--- src/rtl/key_sched_pkg.sv ---
// Shared types, sizes and the round-key byte function for the key schedule sequencer.
package key_sched_pkg;

  localparam int unsigned ROUNDS_DEF = 96;
  localparam int unsigned KPB        = 3;
  localparam int unsigned KEY_W      = 128;
  localparam int unsigned RK_W       = 8;
  localparam int unsigned RND_W      = 7;
  localparam int unsigned BEAT_W     = 5;

  typedef enum logic [1:0] {
    IDLE = 2'd0,
    RUN  = 2'd1,
    FIN  = 2'd2
  } state_e;

  // One output beat: base round index plus the three round keys it carries.
  typedef struct packed {
    logic [RND_W-1:0] round;
    logic [RK_W-1:0]  rk0;
    logic [RK_W-1:0]  rk1;
    logic [RK_W-1:0]  rk2;
  } beat_t;

  // K_r = {0, r} ^ key_byte(j), j = (r[3:0] - 1) mod 16, key bytes numbered MSB-first.
  function automatic logic [RK_W-1:0] rk_byte(input logic [KEY_W-1:0] key,
                                              input logic [RND_W-1:0] r);
    logic [3:0] j;
    logic [3:0] sel;
    j       = r[3:0] - 4'd1;
    sel     = 4'd15 - j;
    rk_byte = {1'b0, r} ^ key[{sel, 3'b000} +: RK_W];
  endfunction

endpackage

--- src/rtl/key_sched_lane.sv ---
// Combinational round-key generator for a single lane.
module key_sched_lane
  import key_sched_pkg::*;
(
  input  logic [KEY_W-1:0] key,
  input  logic [RND_W-1:0] round,
  output logic [RK_W-1:0]  rk_c
);

  // Round key for the requested round under the given key.
  assign rk_c = rk_byte(key, round);

endmodule

--- src/rtl/key_sched_ctrl.sv ---
// Start/busy/done sequencer streaming three round keys per valid/ready beat.
module key_sched_ctrl
  import key_sched_pkg::*;
#(
  parameter int unsigned ROUNDS = ROUNDS_DEF
) (
  input  logic              CLK,
  input  logic              RST,
  input  logic              start,
  input  logic              mode,
  input  logic [KEY_W-1:0]  key_in,
  input  logic              abort,
  input  logic              rk_ready,
  output logic              rk_valid,
  output logic [RK_W-1:0]   rk0,
  output logic [RK_W-1:0]   rk1,
  output logic [RK_W-1:0]   rk2,
  output logic [RND_W-1:0]  rk_round,
  output logic              busy,
  output logic              done
);

  localparam int unsigned       BEATS     = ROUNDS / KPB;
  localparam logic [BEAT_W-1:0] LAST_BEAT = BEAT_W'(BEATS - 1);

  state_e             state_q, state_d;
  logic [BEAT_W-1:0]  beat_q, beat_d;
  logic [KEY_W-1:0]   key_q, key_d;
  logic               mode_q, mode_d;
  logic [RND_W-1:0]   beat_x3;
  logic [RND_W-1:0]   base_d;
  logic [RND_W-1:0]   round1_d;
  logic [RND_W-1:0]   round2_d;
  logic [RK_W-1:0]    k0_c, k1_c, k2_c;
  beat_t              nxt_beat;
  beat_t              beat_out_q;
  logic               valid_q, busy_q, done_q;

  // Next state, beat index, latched key/mode and the base round of the beat to present next.
  always_comb begin
    state_d = state_q;
    beat_d  = beat_q;
    key_d   = key_q;
    mode_d  = mode_q;
    unique case (state_q)
      IDLE: begin
        if (start) begin
          key_d   = key_in;
          mode_d  = mode;
          beat_d  = '0;
          state_d = RUN;
        end
      end
      RUN: begin
        if (abort) begin
          beat_d  = '0;
          state_d = IDLE;
        end else if (rk_ready) begin
          if (beat_q == LAST_BEAT) begin
            beat_d  = '0;
            state_d = FIN;
          end else begin
            beat_d = beat_q + BEAT_W'(1);
          end
        end
      end
      FIN: begin
        state_d = IDLE;
      end
      default: begin
        state_d = IDLE;
      end
    endcase
    beat_x3 = RND_W'(beat_d) * RND_W'(KPB);
    base_d  = mode_d ? (RND_W'(ROUNDS - 2) - beat_x3) : (RND_W'(1) + beat_x3);
  end

  assign round1_d = base_d + RND_W'(1);
  assign round2_d = base_d + RND_W'(2);

  key_sched_lane u_lane0 (.key(key_d), .round(base_d),   .rk_c(k0_c));
  key_sched_lane u_lane1 (.key(key_d), .round(round1_d), .rk_c(k1_c));
  key_sched_lane u_lane2 (.key(key_d), .round(round2_d), .rk_c(k2_c));

  assign nxt_beat = '{round: base_d, rk0: k0_c, rk1: k1_c, rk2: k2_c};

  // Control state register; key resets to all-ones and only reloads on an accepted start.
  always_ff @(posedge CLK) begin
    if (RST) begin
      state_q <= IDLE;
      beat_q  <= '0;
      key_q   <= '1;
      mode_q  <= 1'b0;
    end else begin
      state_q <= state_d;
      beat_q  <= beat_d;
      key_q   <= key_d;
      mode_q  <= mode_d;
    end
  end

  // Registered outputs; payload is recomputed from unchanged state while stalled, so it holds.
  always_ff @(posedge CLK) begin
    if (RST) begin
      valid_q    <= 1'b0;
      busy_q     <= 1'b0;
      done_q     <= 1'b0;
      beat_out_q <= '0;
    end else begin
      valid_q    <= (state_d == RUN);
      busy_q     <= (state_d == RUN);
      done_q     <= (state_d == FIN);
      beat_out_q <= (state_d == RUN) ? nxt_beat : '0;
    end
  end

  assign rk_valid = valid_q;
  assign busy     = busy_q;
  assign done     = done_q;
  assign rk_round = beat_out_q.round;
  assign rk0      = beat_out_q.rk0;
  assign rk1      = beat_out_q.rk1;
  assign rk2      = beat_out_q.rk2;

endmodule

--- config.mk ---
export PLATFORM = sky130hd
export DESIGN_NAME = key_sched_ctrl
export DESIGN_NICKNAME = d
export VERILOG_FILES = /design/src/rtl/key_sched_pkg.sv /design/src/rtl/key_sched_lane.sv /design/src/rtl/key_sched_ctrl.sv
export SDC_FILE = /design/constraint.sdc
export NUM_CORES = 1
export LEC_CHECK = 0
export CAP_MARGIN = 40
export CELL_PAD_IN_SITES_DETAIL_PLACEMENT = 1
export CELL_PAD_IN_SITES_GLOBAL_PLACEMENT = 1
export CORE_ASPECT_RATIO = 1.4
export CORE_MARGIN = 5
export CORE_UTILIZATION = 46
export DETAILED_ROUTE_END_ITERATION = 16
export PLACE_DENSITY_LB_ADDON = 0.1
export SKIP_LAST_GASP = 1
export SYNTH_ARGS = -nofsm -noshare
export SYNTH_HDL_FRONTEND = slang
export SYNTH_SLANG_ARGS = --single-unit
--- constraint.sdc ---
create_clock -name CLK -period 11.99 [get_ports CLK]
set_input_delay 1.7985 -clock CLK [delete_from_list [all_inputs] [get_ports CLK]]
set_output_delay 1.7985 -clock CLK [all_outputs]
set_load 0.02 [all_outputs]
==> flow_metrics.env, run 1 <==
export IMPL_outcome="finished clean"
export IMPL_initial_utilization_pct=46.7
export IMPL_first_global_vias=9105
export IMPL_grt_use_total_pct=26.2
export IMPL_gp_congestion=0.920
export IMPL_hpwlAfterDp_um=24800
export IMPL_async_flop_share_pct=0
export IMPL_finish_utilization_pct=57.5
export IMPL_cts_root_buf="clkbuf_16"
export IMPL_drive_gt1_share_pct=13.8
export IMPL_fin_crit_ps=8050
export IMPL_endpoint="rk1[6]$_SDFF_PP0_"
export IMPL_clock_sinks=169
export IMPL_dieArea_um2=26000
export IMPL_leakagePower_nw=5.19
export IMPL_critPathLaunch="start"
export IMPL_setup_violations=0
export IMPL_die_h_um=189
export IMPL_grt_max_degree=105
export IMPL_yosysTopAreaCellShare_pct=32.2
export IMPL_numCtsBuffers=17
export IMPL_synth_top_flop_cell="dfxtp_1"
export IMPL_cp_max_fo=71
export IMPL_place_ws_ps=3500
export IMPL_finalHoldViolations=0
export IMPL_htree_levels=4
export IMPL_cts_clk_slew_worst_paths_ps=70
export IMPL_worstMarginPinSlew_ps=913
export IMPL_cp_start_kind="input port"
export IMPL_synth_edff_count=0
export IMPL_syn_num_nets=1176
export IMPL_wl_per_cell_um=22.7
export IMPL_layout_common_cells="dfxtp_1, clkdlybuf4s50_1, mux2i_1"
export IMPL_r2r_end="rk1[6]$_SDFF_PP0_"
export IMPL_whs_path_depth=2
export IMPL_area_growth_pct=23.2
export IMPL_slew_violations=0
export IMPL_clk_latency_ps=450
export IMPL_initialDrtViolationCount=461
export IMPL_ys_ff_latch=169
export IMPL_crit_required_ps=12380
export IMPL_port_buffers=167
export IMPL_grt_pass1_wl_um=51800
export IMPL_antenna_found_initial=0
export IMPL_grt_overflow_total=0
export IMPL_dr_pass1_iters=5
export IMPL_synth_avg_cell_area_um2=10.3
export IMPL_ant_nets=0
export IMPL_slew_headroom_pct=39.1
export IMPL_powerDensity_nw_per_um2=152
export IMPL_fmax_ghz=0.124
export IMPL_synth_warning_count=0
export IMPL_rsz0062_at_grt="no"
export IMPL_arrival_ps=8440
export IMPL_cts_hold_buf=0
export IMPL_worstSetupEndpointType="flip-flop"
export IMPL_ys_top_cells_by_area="dfxtp_1, mux4_2, mux2i_1"
export IMPL_finalPower_w=0.00197
export IMPL_cts_setup_buffers=0
export IMPL_synth_area_um2=10500
export IMPL_finalCritPeriodShare_pct=67.1
export IMPL_remaining_drc_errors=0
export IMPL_cts_tree="yes"
export IMPL_fin_ws_ps=3940
export IMPL_final_common_cell="dfxtp_1"
export IMPL_die_w_um=138
export IMPL_antenna_cells=0
export IMPL_postSynthCellCount=1025
export IMPL_nets=1303
export IMPL_finClkSkew_ps=5.71
export IMPL_synth_largest_area_cell="dfxtp_1"
export IMPL_ys_seq_area_share_pct=32.2
export IMPL_clockBufferDepth=2
export IMPL_viasPerCell=5.77
export IMPL_max_vdd_ir_drop_mv=0.125
export IMPL_fill_cells=2509
export IMPL_routed_wl_um=33200
export IMPL_coreArea_um2=22500
export IMPL_rows=65
export IMPL_ff2ff_setup_slack_ps=5240
export IMPL_ctsResizeCount=0
export IMPL_worst_setup_path_type="in -> reg"
export IMPL_vias=8455
export IMPL_synth_cell_types=65
export IMPL_ioPinCount=168
export IMPL_drv_cap=0
export IMPL_reg2regPathDepth=20
export IMPL_r2r_start="beat_q[0]$_SDFF_PP0_"
export IMPL_final_setup_tns_ps=0
export IMPL_worstHoldPathType="reg -> reg"
==> critical path, stage by stage <==
cell,delay [ps]
clkdlybuf4s50_1,550
or3b_4,640
a21oi_4,350
or3_1,160
and2_2,130
buf_4,700
inv_4,360
xnor2_2,480
ha_1,610
buf_4,380
nand3_1,110
nor3_1,50
a211o_1,330
or3_1,470
nand2_4,310
mux2i_1,120
mux4_2,500
a21oi_2,160
mux2i_1,180
==> registers in the layout (all words and copies together) (netlist names) <==
| name | cells |
|---|---|
| beat_q | 5 |
| busy | 1 |
| done | 1 |
| key_q | 128 |
| mode_q | 1 |
| rk0 | 8 |
| rk1 | 8 |
| rk2 | 8 |
| rk_round | 7 |
| state_q | 2 |
==> cell families (layout without fill, tap and decap cells) <==
kind of cell | after synthesis | after routing | share of synthesized area [%]
buffers and inverters | 90 | 229 | 4.15
AND/OR/NAND/NOR | 401 | 401 | 19.6
adder cells (fa/ha/maj) | 17 | 17 | 2.09
flip-flops | 169 | 169 | 32.2
AO/OA/AOI/OAI | 59 | 59 | 3.89
multiplexers | 242 | 242 | 33.4
XOR/XNOR | 47 | 47 | 4.72
==> cell usage after synthesis, drive strengths merged, types with 5 or more instances <==
cell	count
a21oi	10
mux2i	153
ha	16
and3	9
a31oi	11
nor3	12
o21ai	14
nor2	45
nand3	26
o211ai	5
mux4	87
clkbuf	36
nand2	149
nand2b	108
buf	39
nand3b	21
dfxtp	169
xor2	11
xnor2	35
inv	15
==> cell type report <==
class / count / area, µm² / area share, %
Multi-Input combinational cell: 766 / 6730 / 51.9
Sequential cell: 169 / 3380 / 26.1
Timing Repair Buffer: 183 / 1810 / 13.9
Clock buffer: 20 / 467 / 3.60
Tap cell: 301 / 377 / 2.91
Clock inverter: 11 / 144 / 1.11
Inverter: 15 / 58.8 / 0.454
==> worst min-delay path by stage <==
stage                                     start               endpoint  slack, ps
after floorplan           key_q[101]$_SDFF_PP1_  key_q[101]$_SDFF_PP1_        450
after global placement     key_q[31]$_SDFF_PP1_   key_q[31]$_SDFF_PP1_        470
after detailed placement   key_q[47]$_SDFF_PP1_   key_q[47]$_SDFF_PP1_        480
after CTS                 key_q[101]$_SDFF_PP1_  key_q[101]$_SDFF_PP1_        490
after global routing      key_q[101]$_SDFF_PP1_  key_q[101]$_SDFF_PP1_        520
final                      key_q[79]$_SDFF_PP1_   key_q[79]$_SDFF_PP1_        490
==> metrics by stage <==
stage                     area [µm²]  std cells  hold WS (ps)
after global routing           13000       1465           522
after detailed placement       12400       1434           484
final                          13000       1465           493
after floorplan                10500       1025           453
after global placement         12300       1431           474
after CTS                      13000       1465           493
==> power by group <==
| group | internal, W | total (W) | switching, W |
|---|---|---|---|
| clock network | 0.000343 | 0.000585 | 0.000242 |
| logic | 0.000369 | 0.000752 | 0.000383 |
| registers | 0.000608 | 0.000635 | 0.0000267 |
==> layer usage <==
metal	share of wire [%]	global-route usage (%)
met1	37	28.8
met2	56	49.5
met3	3.5	3.72
met4	3.2	10.7
met5	0	0
Note: power is estimated with default switching activity, not from simulation.
==> run 2: changes to the inputs <==
--- a/config.mk
+++ b/config.mk
@@ -10,7 +10,7 @@
 export CELL_PAD_IN_SITES_GLOBAL_PLACEMENT = 1
 export CORE_ASPECT_RATIO = 1.4
 export CORE_MARGIN = 5
-export CORE_UTILIZATION = 46
+export CORE_UTILIZATION = 38
 export DETAILED_ROUTE_END_ITERATION = 16
 export PLACE_DENSITY_LB_ADDON = 0.1
 export SKIP_LAST_GASP = 1
==> constraint.sdc (replaced) <==
create_clock -name CLK -period 7.4 [get_ports CLK]
set_input_delay 1.11 -clock CLK [delete_from_list [all_inputs] [get_ports CLK]]
set_output_delay 1.11 -clock CLK [all_outputs]
set_load 0.02 [all_outputs]
==> run 2 against run 1 <==
Against the previous run: clock skew increased by 3.1 ps; sequential share of layout area shrank 0.19 points; hold slack about the same; sequential power rose by 61%; critical path depth rose by 2; global-route usage shrank 4.6 points; first-iteration DRC count down 23%; largest cell class unchanged; via count fell by 3.2%.
==> flow_metrics.env, run 2 (same netlist as run 1, synthesis figures left out) <==
export IMPL_initialDrtViolationCount=353
export IMPL_place_ws_ps=178
export IMPL_wl_met3_um=1080
export IMPL_crit_required_ps=7770
export IMPL_antenna_cells=0
export IMPL_routed_wl_um=33200
export IMPL_crit_slowest_cell="clkdlybuf4s50_1"
export IMPL_layout_common_cells="dfxtp_1, clkdlybuf4s50_1, mux2i_1"
export IMPL_die_h_um=207
export IMPL_rsz0062_at_grt="no"
export IMPL_powerDensity_nw_per_um2=243
export IMPL_gp_congestion=0.808
export IMPL_cts_root_buf="clkbuf_16"
export IMPL_grt_max_degree=152
export IMPL_cp_start_kind="input port"
export IMPL_worstMarginPinSlew_ps=1290
export IMPL_setup_violations=0
export IMPL_coreArea_um2=27500
export IMPL_path_cells="clkdlybuf4s50_1 -> nand4bb_1 -> nor3_1 -> nor2_1 -> inv_1 -> ha_1 -> inv_1 -> fa_1 -> xnor2_1 -> nor4b_2 -> nor2_2 -> ha_1 -> nand3_1 -> nor3_1 -> a211o_1 -> or3_1 -> nand2_4 -> mux2i_1 -> mux4_2 -> a21oi_2 -> mux2i_1"
export IMPL_worstSetupEndpointType="flip-flop"
export IMPL_wl_met2_um=18300
export IMPL_grt_overflow_total=0
export IMPL_top_layer="met4"
export IMPL_met1_length_um=12700
export IMPL_cp_max_fo=18
export IMPL_outcome="finished clean"
export IMPL_cts_hold_buf=0
export IMPL_slew_violations=0
export IMPL_leakagePower_nw=5.20
export IMPL_vias=8182
export IMPL_dpl_cell_area_um2=12500
export IMPL_rows=72
export IMPL_hpwlAfterDp_um=24800
export IMPL_remaining_drc_errors=0
export IMPL_fin_ws_ps=566
export IMPL_arrival_ps=7200
export IMPL_drv_cap=0
export IMPL_finalPower_w=0.00317
export IMPL_htree_levels=4
export IMPL_clockBufferDepth=2
export IMPL_ant_nets=0
export IMPL_grt_use_total_pct=21.7
export IMPL_fmax_ghz=0.146
export IMPL_drive_gt1_share_pct=14.0
export IMPL_finClkSkew_ps=8.85
export IMPL_ioPinCount=168
export IMPL_worstHoldPathType="reg -> reg"
export IMPL_final_setup_tns_ps=0
export IMPL_antenna_found_initial=0
export IMPL_crit_path_max_incr_delay_ps=590
export IMPL_clock_sinks=169
export IMPL_clk_latency_ps=440
export IMPL_worst_setup_path_type="in -> reg"
export IMPL_numCtsBuffers=17
export IMPL_die_w_um=151
export IMPL_final_common_cell="dfxtp_1"
export IMPL_final_cells=1538
export IMPL_initial_utilization_pct=38.3
export IMPL_fin_area_um2=13100
export IMPL_max_vdd_ir_drop_mv=0.158
export IMPL_viasPerCell=5.32
export IMPL_wl_per_cell_um=21.6
export IMPL_dpl_cell_count=1508
export IMPL_cts_clk_slew_worst_paths_ps=70
export IMPL_grt_pass1_wl_um=50900
export IMPL_regMostFlops="key_q"
export IMPL_slew_headroom_pct=14.1
export IMPL_nets=1308
export IMPL_cts_setup_buffers=0
export IMPL_finalHoldViolations=0
export IMPL_port_buffers=167
export IMPL_largest_reg_flops=128
export IMPL_area_growth_pct=24.1
export IMPL_dr_pass1_iters=4
export IMPL_first_global_vias=8621
export IMPL_finalCritPeriodShare_pct=92.4
export IMPL_dieArea_um2=31200
export IMPL_cts_tree="yes"
export IMPL_ctsResizeCount=0
export IMPL_fin_crit_ps=6830
export IMPL_ff2ff_setup_slack_ps=960
## run 2: power by group
part / internal (W) / leakage (nW) / switching [W] / total, W
combinational: 0.000605 / 3.52 / 0.000625 / 0.00123
clock: 0.000537 / 0.291 / 0.000379 / 0.000917
sequential: 0.000985 / 1.39 / 0.0000371 / 0.00102
total: 0.00213 / 5.20 / 0.00104 / 0.00317
## run 2: layout make-up
cell class / count / area (µm²)
Clock buffer: 23 / 498
Clock inverter: 7 / 91.3
Fill cell: 3010 / 14400
Inverter: 15 / 58.8
Multi-Input combinational cell: 766 / 6730
Sequential cell: 169 / 3380
Tap cell: 370 / 463
Timing Repair Buffer: 188 / 1840
## run 2: worst max-delay path: cells and delay by family
family / cells / cell delay [ps]
fa+ha+maj: 3 / 1090
mux: 3 / 820
simple gates: 9 / 2400
xor+xnor: 1 / 420
compound gates: 2 / 530
buf+inv: 3 / 790
## run 2: path summary, 6_finish.rpt
check             cells after the start            startpoint              endpoint
setup reg to reg                     22  beat_q[0]$_SDFF_PP0_     rk1[6]$_SDFF_PP0_
setup / recovery                     21              rk_ready     rk1[6]$_SDFF_PP0_
hold / removal                        2  key_q[95]$_SDFF_PP1_  key_q[95]$_SDFF_PP1_
hold reg to reg                       2  key_q[95]$_SDFF_PP1_  key_q[95]$_SDFF_PP1_
## run 2: metal layers
metal,global-route usage (%),vias to the layer above
met5,0,-
met3,3.43,54
met4,9.11,0
li1,-,3900
met1,24.4,4065
met2,40.3,163
## run 2: per-stage QoR
stage / hold slack [ps] / util, %
2_1_floorplan: 453 / -
3_3_place_gp: 468 / 45.4
3_5_place_dp: 479 / 45.4
4_1_cts: 490 / 47.5
5_1_grt: 511 / 47.5
6_report: 493 / 47.5
==> run 3: changes to the inputs <==
--- a/config.mk
+++ b/config.mk
@@ -9,11 +9,11 @@
 export CELL_PAD_IN_SITES_DETAIL_PLACEMENT = 1
 export CELL_PAD_IN_SITES_GLOBAL_PLACEMENT = 1
 export CORE_ASPECT_RATIO = 1.4
-export CORE_MARGIN = 5
-export CORE_UTILIZATION = 38
+export CORE_UTILIZATION = 39
 export DETAILED_ROUTE_END_ITERATION = 16
 export PLACE_DENSITY_LB_ADDON = 0.1
 export SKIP_LAST_GASP = 1
 export SYNTH_ARGS = -nofsm -noshare
 export SYNTH_HDL_FRONTEND = slang
+export SYNTH_HIERARCHICAL = 1
 export SYNTH_SLANG_ARGS = --single-unit
==> constraint.sdc (replaced) <==
create_clock -name CLK -period 7.4 [get_ports CLK]
set_input_delay 1.11 -clock CLK [delete_from_list [all_inputs] [get_ports CLK]]
set_output_delay 1.11 -clock CLK [all_outputs]
set_load 0.01 [all_outputs]
==> run 3 against run 2 <==
Against the previous run: global-route usage rose by 3.2 points; via count grew 9.1%; die area shrank 4.8%; first-iteration DRC count grew 8.5%; clock skew grew 2.2 ps; sequential share of layout area fell by 1.6 points; design area increased by 6.7%; hold slack better by 99 ps; power up 7.0%; sequential power is essentially flat; critical path depth is 3 lower; register-to-register slack better by 440 ps.
==> flow_metrics.env, run 3 <==
export IMPL_htree_levels=4
export IMPL_finalHoldViolations=0
export IMPL_synth_warning_count=6
export IMPL_die_h_um=203
export IMPL_synth_largest_area_cell="dfxtp_1"
export IMPL_ioPinCount=168
export IMPL_finalCritPeriodShare_pct=89.4
export IMPL_grt_use_total_pct=24.9
export IMPL_grt_pass1_wl_um=55200
export IMPL_viasPerCell=5.69
export IMPL_p_int_w=0.00224
export IMPL_async_flop_share_pct=0
export IMPL_clock_sinks=169
export IMPL_vias=8928
export IMPL_drive_gt1_share_pct=40.1
export IMPL_r2r_start="beat_q[0]$_SDFF_PP0_"
export IMPL_clockBufferDepth=2
export IMPL_first_global_vias=9283
export IMPL_worstHoldPathType="reg -> reg"
export IMPL_slew_violations=0
export IMPL_regMostFlops="key_q"
export IMPL_ant_nets=0
export IMPL_nets=1330
export IMPL_synthMuxAreaShare_pct=32.4
export IMPL_yosys_top_cells_count="dfxtp_1, mux2_2, or2_2"
export IMPL_power_switching_w=0.00115
export IMPL_initial_utilization_pct=39.8
export IMPL_initialDrtViolationCount=383
export IMPL_largest_reg_flops=128
export IMPL_pwr_share_comb_pct=41.3
export IMPL_whs_path_depth=2
export IMPL_worstMarginPinSlew_ps=881
export IMPL_worstSetupEndpointType="flip-flop"
export IMPL_ctsResizeCount=0
export IMPL_syn_num_nets=1195
export IMPL_rsz0062_at_grt="no"
export IMPL_powerDensity_nw_per_um2=243
export IMPL_pwr_share_seq_pct=29.7
export IMPL_cts_tree="yes"
export IMPL_arrival_ps=7010
export IMPL_ff2ff_setup_slack_ps=1400
export IMPL_final_setup_tns_ps=0
export IMPL_ys_ff_latch=169
export IMPL_switching_share_pct=34.0
export IMPL_synth_simple_area_share_pct=22.3
export IMPL_routed_wl_um=36000
export IMPL_cts_hold_buf=0
export IMPL_grt_max_degree=71
export IMPL_synth_top_family_by_area="multiplexers"
export IMPL_gp_congestion=0.841
export IMPL_max_vdd_ir_drop_mv=0.169
export IMPL_numCtsBuffers=17
export IMPL_worstHoldEndpoint="key_q[93]$_SDFF_PP1_"
export IMPL_area_growth_pct=23.4
export IMPL_yosysTopAreaCellShare_pct=30.0
export IMPL_fmax_ghz=0.151
export IMPL_ys_seq_area_share_pct=30.0
export IMPL_fin_crit_ps=6620
export IMPL_finClkSkew_ps=11.0
export IMPL_synth_cell_types=56
export IMPL_hpwlAfterDp_um=26800
export IMPL_crit_required_ps=7790
export IMPL_synth_area_um2=11300
export IMPL_cts_clk_slew_worst_paths_ps=70
export IMPL_die_w_um=146
export IMPL_leakagePower_nw=5.09
export IMPL_worst_setup_path_type="in -> reg"
export IMPL_final_common_cell="dfxtp_1"
export IMPL_postSynthCellCount=1047
export IMPL_layout_common_cells="dfxtp_1, clkdlybuf4s50_1, mux2_2, or2_2, mux4_2"
export IMPL_reg2regPathDepth=19
export IMPL_antenna_cells=0
export IMPL_min_from="key_q[93]$_SDFF_PP1_"
export IMPL_grt_overflow_total=0
export IMPL_cp_start_kind="input port"
export IMPL_dr_pass1_iters=5
export IMPL_finalPower_w=0.00339
export IMPL_drv_cap=0
export IMPL_cts_root_buf="clkbuf_16"
export IMPL_synth_xor_xnor_area_share_pct=2.38
export IMPL_slew_headroom_pct=41.3
export IMPL_wl_per_cell_um=22.9
export IMPL_dieArea_um2=29700
export IMPL_setup_violations=0
export IMPL_p_clk_share_pct=29.0
export IMPL_yosysMostFrequentCell="dfxtp_1"
export IMPL_outcome="finished clean"
export IMPL_rows=73
export IMPL_clk_latency_ps=440
export IMPL_synth_avg_cell_area_um2=10.8
export IMPL_synth_fa_ha_area_share_pct=1.62
export IMPL_cts_setup_buffers=0
export IMPL_coreArea_um2=28400
export IMPL_cp_max_fo=14
export IMPL_antenna_found_initial=2
export IMPL_remaining_drc_errors=0
export IMPL_r2r_end="rk2[5]$_SDFF_PP0_"
export IMPL_port_buffers=167
export IMPL_ys_top_cells_by_area="dfxtp_1, mux4_2, mux2_2"
export IMPL_synth_top_flop_cell="dfxtp_1"
export IMPL_synth_compound_area_share_pct=6.72
export IMPL_synth_edff_count=0
## run 3: changes by cell type after synthesis, moves of 14 or more
cell	previous run	this run
mux2i_1	153	3
mux2_2	2	129
or2_2	3	129
nand2_1	148	41
nand2b_1	108	4
o21ai_0	12	46
and2_1	3	27
a21oi_1	8	31
nand3_1	26	48
nand3b_1	21	0
nor4b_2	1	15
## run 3: critical path, stage by stage
cell and delay (ps):
clkdlybuf4s50_1 660, nor4b_1 130, o21a_1 210, nor2_2 310, inv_2 140, ha_1 250, fa_1 700, nor2b_1 240
nor2_1 80, xnor2_1 370, inv_1 350, ha_1 340, xnor2_1 650, o31a_1 590, o21ai_0 250, and3_1 240
nor4b_4 230, and2_1 140
## run 3: power by group through the flow
stage	clock, W	combinational (W)	sequential [W]
final	0.000982	0.00140	0.00101
after CTS	0.00101	0.00140	0.00101
after global placement	0	0.00135	0.00103
after global routing	0.00104	0.00149	0.00101
after floorplan	0	0.000927	0.00103
after detailed placement	0	0.00139	0.00103
## run 3: how the worst max path moves through the flow
| stage | from | end | slack (ps) | depth (start not counted) |
|---|---|---|---|---|
| 2_1_floorplan | rk_ready | rk1[4]$_SDFF_PP0_ | 2190 | 22 |
| 3_3_place_gp | rk_ready | rk2[4]$_SDFF_PP0_ | 620 | 18 |
| 3_5_place_dp | rk_ready | rk2[4]$_SDFF_PP0_ | 440 | 18 |
| 4_1_cts | rk_ready | rk2[4]$_SDFF_PP0_ | 850 | 18 |
| 5_1_grt | rk_ready | rk2[1]$_SDFF_PP0_ | 190 | 18 |
| 6_report | rk_ready | rk2[5]$_SDFF_PP0_ | 780 | 18 |
## run 3: stage by stage
stage | hold slack (ps) | utilization, % | cells | worst slack [ps] | cell area (µm²)
3_5_place_dp | 576 | 46.9 | 1538 | 439 | 13300
2_1_floorplan | 552 | - | 1047 | 2190 | 11300
3_3_place_gp | 568 | 46.5 | 1533 | 623 | 13200
4_1_cts | 594 | 49.1 | 1569 | 847 | 13900
5_1_grt | 618 | 49.1 | 1569 | 186 | 13900
6_report | 592 | 49.1 | 1569 | 782 | 13900
## run 3: kinds of logic (layout without fill, tap and decap cells)
kind of cell | Yosys count | after routing
compound gates | 120 | 120
xor+xnor | 29 | 29
fa+ha+maj | 14 | 14
buf+inv | 101 | 248
flops | 169 | 169
mux | 229 | 229
simple gates | 385 | 385
## run 3: cell type report
cell class	instances	area, µm²
clock buffers	20	457
clock inverters	11	169
fillers	3044	14500
inverters	18	67.6
multi-input cells	777	7410
flip-flops and latches	169	3380
well taps	375	469
repair buffers	199	1980
## run 3: routing by layer
layer | global-route usage [%] | wire [µm] | share of wire [%]
met1 | 28.4 | 14400 | 40
met2 | 44.8 | 18700 | 52
met3 | 3.91 | 1210 | 3.4
met4 | 12.6 | 1660 | 4.6
met5 | 0 | 21 | 0.058
